## src/rtl/mem_port_pkg.sv

```systemverilog
// Shared definitions for the off-chip memory port arbiter: state encoding,
// default bus widths and requester ids.
package mem_port_pkg;

  localparam int unsigned ADDR_W_DEF = 28;
  localparam int unsigned LINE_W_DEF = 128;
  localparam int unsigned CNT_W      = 10;

  typedef enum logic [1:0] {
    ST_IDLE    = 2'd0,
    ST_GRANT_I = 2'd1,
    ST_GRANT_D = 2'd2
  } arb_state_e;

  localparam logic REQ_I = 1'b0;
  localparam logic REQ_D = 1'b1;

endpackage

```

## src/rtl/mem_port_arbiter.sv

```systemverilog
// Grants the single memory port to the I-cache or D-cache, drives one registered
// transaction at a time and routes the completion back to its owner.
module mem_port_arbiter
  import mem_port_pkg::*;
#(
  parameter int unsigned ADDR_W  = ADDR_W_DEF,
  parameter int unsigned LINE_W  = LINE_W_DEF,
  parameter int unsigned TIMEOUT = 1023
) (
  input  logic              clk,
  input  logic              rst,
  input  logic              ic_read,
  input  logic [ADDR_W-1:0] ic_addr,
  output logic              ic_ready,
  output logic [LINE_W-1:0] ic_rdata,
  input  logic              dc_read,
  input  logic              dc_write,
  input  logic [ADDR_W-1:0] dc_addr,
  input  logic [LINE_W-1:0] dc_wdata,
  output logic              dc_ready,
  output logic [LINE_W-1:0] dc_rdata,
  output logic              mem_read,
  output logic              mem_write,
  output logic [ADDR_W-1:0] mem_addr,
  output logic [LINE_W-1:0] mem_wdata,
  input  logic              mem_ready,
  input  logic [LINE_W-1:0] mem_rdata,
  output logic              err
);

  arb_state_e        state_q, state_d;
  logic              last_grant_q, last_grant_d;
  logic [CNT_W-1:0]  cnt_q, cnt_d;
  logic              mem_read_q, mem_read_d;
  logic              mem_write_q, mem_write_d;
  logic [ADDR_W-1:0] mem_addr_q, mem_addr_d;
  logic [LINE_W-1:0] mem_wdata_q, mem_wdata_d;
  logic              err_q, err_d;
  logic              dc_req;

  assign dc_req = dc_read | dc_write;

  always_ff @(posedge clk) begin
    if (rst) begin
      state_q      <= ST_IDLE;
      last_grant_q <= REQ_I;
      cnt_q        <= '0;
      mem_read_q   <= 1'b0;
      mem_write_q  <= 1'b0;
      mem_addr_q   <= '0;
      mem_wdata_q  <= '0;
      err_q        <= 1'b0;
    end else begin
      state_q      <= state_d;
      last_grant_q <= last_grant_d;
      cnt_q        <= cnt_d;
      mem_read_q   <= mem_read_d;
      mem_write_q  <= mem_write_d;
      mem_addr_q   <= mem_addr_d;
      mem_wdata_q  <= mem_wdata_d;
      err_q        <= err_d;
    end
  end

  // On a conflict the side that was not granted last wins.
  always_comb begin
    state_d = state_q;
    unique case (state_q)
      ST_IDLE: begin
        if (dc_req && (!ic_read || last_grant_q == REQ_I)) state_d = ST_GRANT_D;
        else if (ic_read)                                 state_d = ST_GRANT_I;
      end
      ST_GRANT_I, ST_GRANT_D: begin
        if (mem_ready) state_d = ST_IDLE;
      end
      default: state_d = ST_IDLE;
    endcase
  end

  always_comb begin
    last_grant_d = last_grant_q;
    cnt_d        = cnt_q;
    mem_read_d   = mem_read_q;
    mem_write_d  = mem_write_q;
    mem_addr_d   = mem_addr_q;
    mem_wdata_d  = mem_wdata_q;
    err_d        = err_q;
    ic_ready     = 1'b0;
    dc_ready     = 1'b0;

    if (state_q == ST_IDLE) begin
      if (mem_ready) err_d = 1'b1;
      if (state_d == ST_GRANT_I) begin
        last_grant_d = REQ_I;
        cnt_d        = '0;
        mem_read_d   = 1'b1;
        mem_write_d  = 1'b0;
        mem_addr_d   = ic_addr;
      end else if (state_d == ST_GRANT_D) begin
        // A pending writeback goes first; the read is served by a later grant.
        last_grant_d = REQ_D;
        cnt_d        = '0;
        mem_read_d   = ~dc_write;
        mem_write_d  = dc_write;
        mem_addr_d   = dc_addr;
        mem_wdata_d  = dc_wdata;
      end
    end else begin
      if (cnt_q != CNT_W'(TIMEOUT)) cnt_d = cnt_q + CNT_W'(1);
      if (cnt_d == CNT_W'(TIMEOUT)) err_d = 1'b1;
      if (mem_ready) begin
        mem_read_d  = 1'b0;
        mem_write_d = 1'b0;
        ic_ready    = ~rst & (state_q == ST_GRANT_I);
        dc_ready    = ~rst & (state_q == ST_GRANT_D);
      end
    end
  end

  assign ic_rdata  = ic_ready ? mem_rdata : '0;
  assign dc_rdata  = dc_ready ? mem_rdata : '0;
  assign mem_read  = mem_read_q;
  assign mem_write = mem_write_q;
  assign mem_addr  = mem_addr_q;
  assign mem_wdata = mem_wdata_q;
  assign err       = err_q;

endmodule

```

## config.mk

```make
export PLATFORM = sky130hd
export DESIGN_NAME = mem_port_arbiter
export DESIGN_NICKNAME = d
export VERILOG_FILES = /design/src/rtl/mem_port_pkg.sv /design/src/rtl/mem_port_arbiter.sv
export SDC_FILE = /design/constraint.sdc
export NUM_CORES = 1
export LEC_CHECK = 0
export BUFFER_PORTS_ARGS = -buffer_cell sky130_fd_sc_hd__buf_2
export CAP_MARGIN = 20
export CORE_AREA = 2 2 285 287
export CTS_CLUSTER_SIZE = 16
export DETAILED_ROUTE_END_ITERATION = 6
export DIE_AREA = 0 0 287 289
export GPL_TIMING_DRIVEN = 0
export PLACE_DENSITY_LB_ADDON = 0.1
export SYNTH_ARGS = -nofsm -noshare
export SYNTH_HDL_FRONTEND = slang
export SYNTH_SLANG_ARGS = --single-unit
```

## constraint.sdc

```tcl
create_clock -name clk -period 5.3 [get_ports clk]
set_clock_uncertainty 0.1 [all_clocks]
set_input_delay 1.06 -clock clk [delete_from_list [all_inputs] [get_ports clk]]
set_output_delay 1.06 -clock clk [all_outputs]
set_load 0.02 [all_outputs]
```

==> impl_results.md <==
* Arrival time worst endpoint at ~3.1 ns
* Unrepaired setup endpoints after global routing: no
* Hold violation count in the final report at 0
* Grt total ovfl at 0
* Mapped Nets at approximately 1400
* Setup TNS Final at 0 ns
* Antenna violations before repair at 53
* Worst-margin pin slew at approximately 0.95 ns
* DIE WIDTH at ~290 µm
* Crit path kind: flop to output port
* Cell Rows at approximately 100
* Syn_area_per_cell at roughly 7.6 µm²
* Register bit count reported by yosys at 172
* Clock latency on the worst-skew pair at 0.47 ns
* Longest Clk Path Bufs at 2
* Final Util at 17.5%
* Seq/Total Area, Yosys at 41.2%
* Number of global-route vias before repair at 10400
* Iteration-0 DRC Markers at between 300 and 400
* I/O pin count at 735
* HP Class: flop to flop
* Peak supply drop at 0.176 mV
* Clock sinks at approximately 170
* Max-Slew Margin vs Limit at between 30% and 40%
* Die Height at approximately 290 µm
* ANT nets after route at 0
* Max cap viols at 0
* Clock transition at the registers of the reported paths at approximately 0.080 ns
* CTS buffer count at 17
* Drt drc at 0
* Syn Inst Count at between 1000 and 1500
* Cell Pwr Density at roughly 340 nW/µm²
* DIE AREA at around 83000 µm²
* Slew Limit Fails at 0
* Vias per std cell at about 3.6
* Final worst-path cycle share at around four fifths
* Drt pass-1 iters at 4
* Crit path max fanout at 10
* Critical Path Start Type: flop
* Leakage at 7.04 nW
* GR Util All Layers at 14.1%
* Largest net degree at the start of global routing at 18
* Global-route wire length before repair at just over 80000 µm
* Status: finished, final reports clean
* F_max at between 0.2 and 0.25 GHz
* TritonCTS clock tree: yes
* Fin crit period at between 4 and 5 ns
* RD Place Congestion at 0.975
* Post-cts resize count at 0
* Drt total wl at approximately 60000 µm
* CP required at a little over 4 ns
* DP HPWL at around 53000 µm
* CTS H-tree lvls at 4
* Root Buffer: clkbuf_16
* CTS Hold Buffers Added at 0
* Setup Fix Bufs, Post-CTS at 0
* Synthesis-to-layout area growth at 67.6%
* Via count at 10500
* Element type at the critical path end: output port
* Synth Warn # at 0
* Layout cell share with drive strength beyond 1 at between 40% and 50%
* Core ar. at ~80000 µm²
* Input/output buffers at between 700 and 800
* Setup violators final at 0
* Initial Util at between 10% and 20%
* Cell Area, Synth at 8360 µm²
* Fin nets at around 2200
* Routed len/inst at 20.8 µm
* Synth cell types at 43
## layout make-up
cell class / instances / area, µm²
timing repair buffer: 734 / 3670
clock inverter: 13 / 174
buffer: 89 / 375
tap: 1060 / 1330
fill: 9371 / 65900
clock buffer: 18 / 439
multi-input combinational: 836 / 4520
antenna: 16 / 40.0
inverter: 6 / 22.5
sequential: 172 / 3440
## placed cells by master (no fill, tap or decap), types with 2 or more instances in the layout
cell	instances
buf_2	758
nand2_1	267
and2_1	256
dfxtp_1	172
a21oi_1	140
clkbuf_1	61
nor2_1	49
a211oi_1	30
mux2i_1	28
clkbuf_16	17
diode_2	16
o21ai_0	12
a31oi_1	7
ha_1	7
inv_1	6
nor3_1	5
inv_8	4
nor2b_1	3
buf_4	3
or2_2	3
inv_6	3
clkinv_4	3
nor3b_2	2
nand3_1	2
nor3_2	2
xor2_1	2
bufinv_16	2
## final timing paths
check                startpoint            end  slack, ns  depth (start not counted)
setup reg to reg     state_q[0]  mem_wdata[51]       1.72                         15
setup / recovery     state_q[0]   ic_rdata[91]       1.04                          9
hold reg to reg   mem_wdata[34]  mem_wdata[34]       0.35                          2
hold / removal    mem_wdata[34]  mem_wdata[34]       0.35                          2
## report_power, final
group	leakage [nW]	total (mW)	switching (mW)	internal [mW]
clock network	0.302	1.36	0.637	0.727
registers	1.41	1.67	0.125	1.55
logic	5.33	1.76	1.20	0.557
## per-stage QoR
| step | setup WS (ns) | instance area (µm²) | total power, mW | cells | hold slack [ns] |
|---|---|---|---|---|---|
| final | 1.04 | 14000 | 4.79 | 2944 | 0.352 |
| after CTS | 0.863 | 14000 | 4.94 | 2928 | 0.355 |
| after floorplan | 2.15 | 8360 | 2.71 | 1103 | 0.373 |
| after detailed placement | 1.14 | 13400 | 3.52 | 2897 | 0.344 |
| after global placement | 1.15 | 13400 | 3.52 | 2897 | 0.341 |
| after global routing | 0.767 | 14000 | 5.15 | 2939 | 0.371 |
## cells in the mapped netlist, drive strengths merged
| cell | n | area share (%) |
|---|---|---|
| a211o | 1 | 0.10 |
| a211oi | 30 | 2.7 |
| a21oi | 141 | 8.5 |
| a22oi | 1 | 0.090 |
| a2bb2oi | 1 | 0.10 |
| a311oi | 1 | 0.10 |
| a31oi | 7 | 0.52 |
| a32oi | 1 | 0.10 |
| a41oi | 1 | 0.10 |
| and2 | 256 | 19 |
| and2b | 1 | 0.10 |
| and3 | 1 | 0.090 |
| and4 | 1 | 0.12 |
| buf | 28 | 1.8 |
| clkbuf | 61 | 2.7 |
| dfxtp | 172 | 41 |
| ha | 7 | 1.0 |
| inv | 6 | 0.27 |
| mux2i | 28 | 3.4 |
| nand2 | 267 | 12 |
| nand2b | 2 | 0.24 |
| nand3 | 4 | 0.45 |
| nor2 | 50 | 2.3 |
| nor2b | 3 | 0.22 |
| nor3 | 7 | 0.54 |
| nor3b | 3 | 0.39 |
| nor4 | 1 | 0.075 |
| o21ai | 12 | 0.72 |
| o41ai | 1 | 0.19 |
| or2 | 3 | 0.22 |
| or2b | 1 | 0.090 |
| or3 | 1 | 0.075 |
| xnor2 | 1 | 0.10 |
| xor2 | 2 | 0.21 |
## logic make-up after synthesis
group	count (synthesis)	synth area share, %
DFF	172	41.2
and+or+nand+nor	601	36.1
buffers and inverters	95	4.76
AOI/OAI and AO/OA	197	13.2
muxes	28	3.35
xor gates and xnor gates	3	0.314
adders and majority gates	7	1.05
## registers in the layout, summed over array words and instances (netlist names)
name,flops
mem_wdata,128
err,1
mem_addr,28
last_grant_q,1
mem_read,1
cnt_q,10
mem_write,1
state_q,2
## worst max-delay path: stages, from the launching register on
cell and delay, ns:
dfxtp_1 0.40, inv_1 0.09, ha_1 0.20, buf_4 0.17, nand2b_4 0.17, nor3b_2 0.27, buf_2 0.34, clkbuf_1 0.54
and2_1 0.27, buf_2 0.18
## layer usage
metal / GRT usage (%) / vias up / wire (µm)
met2: 27.6 / 461 / 34300
li1: - / 5087 / -
met1: 12.9 / 4782 / 20000
met4: 6.95 / 18 / 2550
met3: 4.46 / 121 / 4300
met5: 0 / - / 120
No activity file was read; power rests on OpenSTA's default activity.
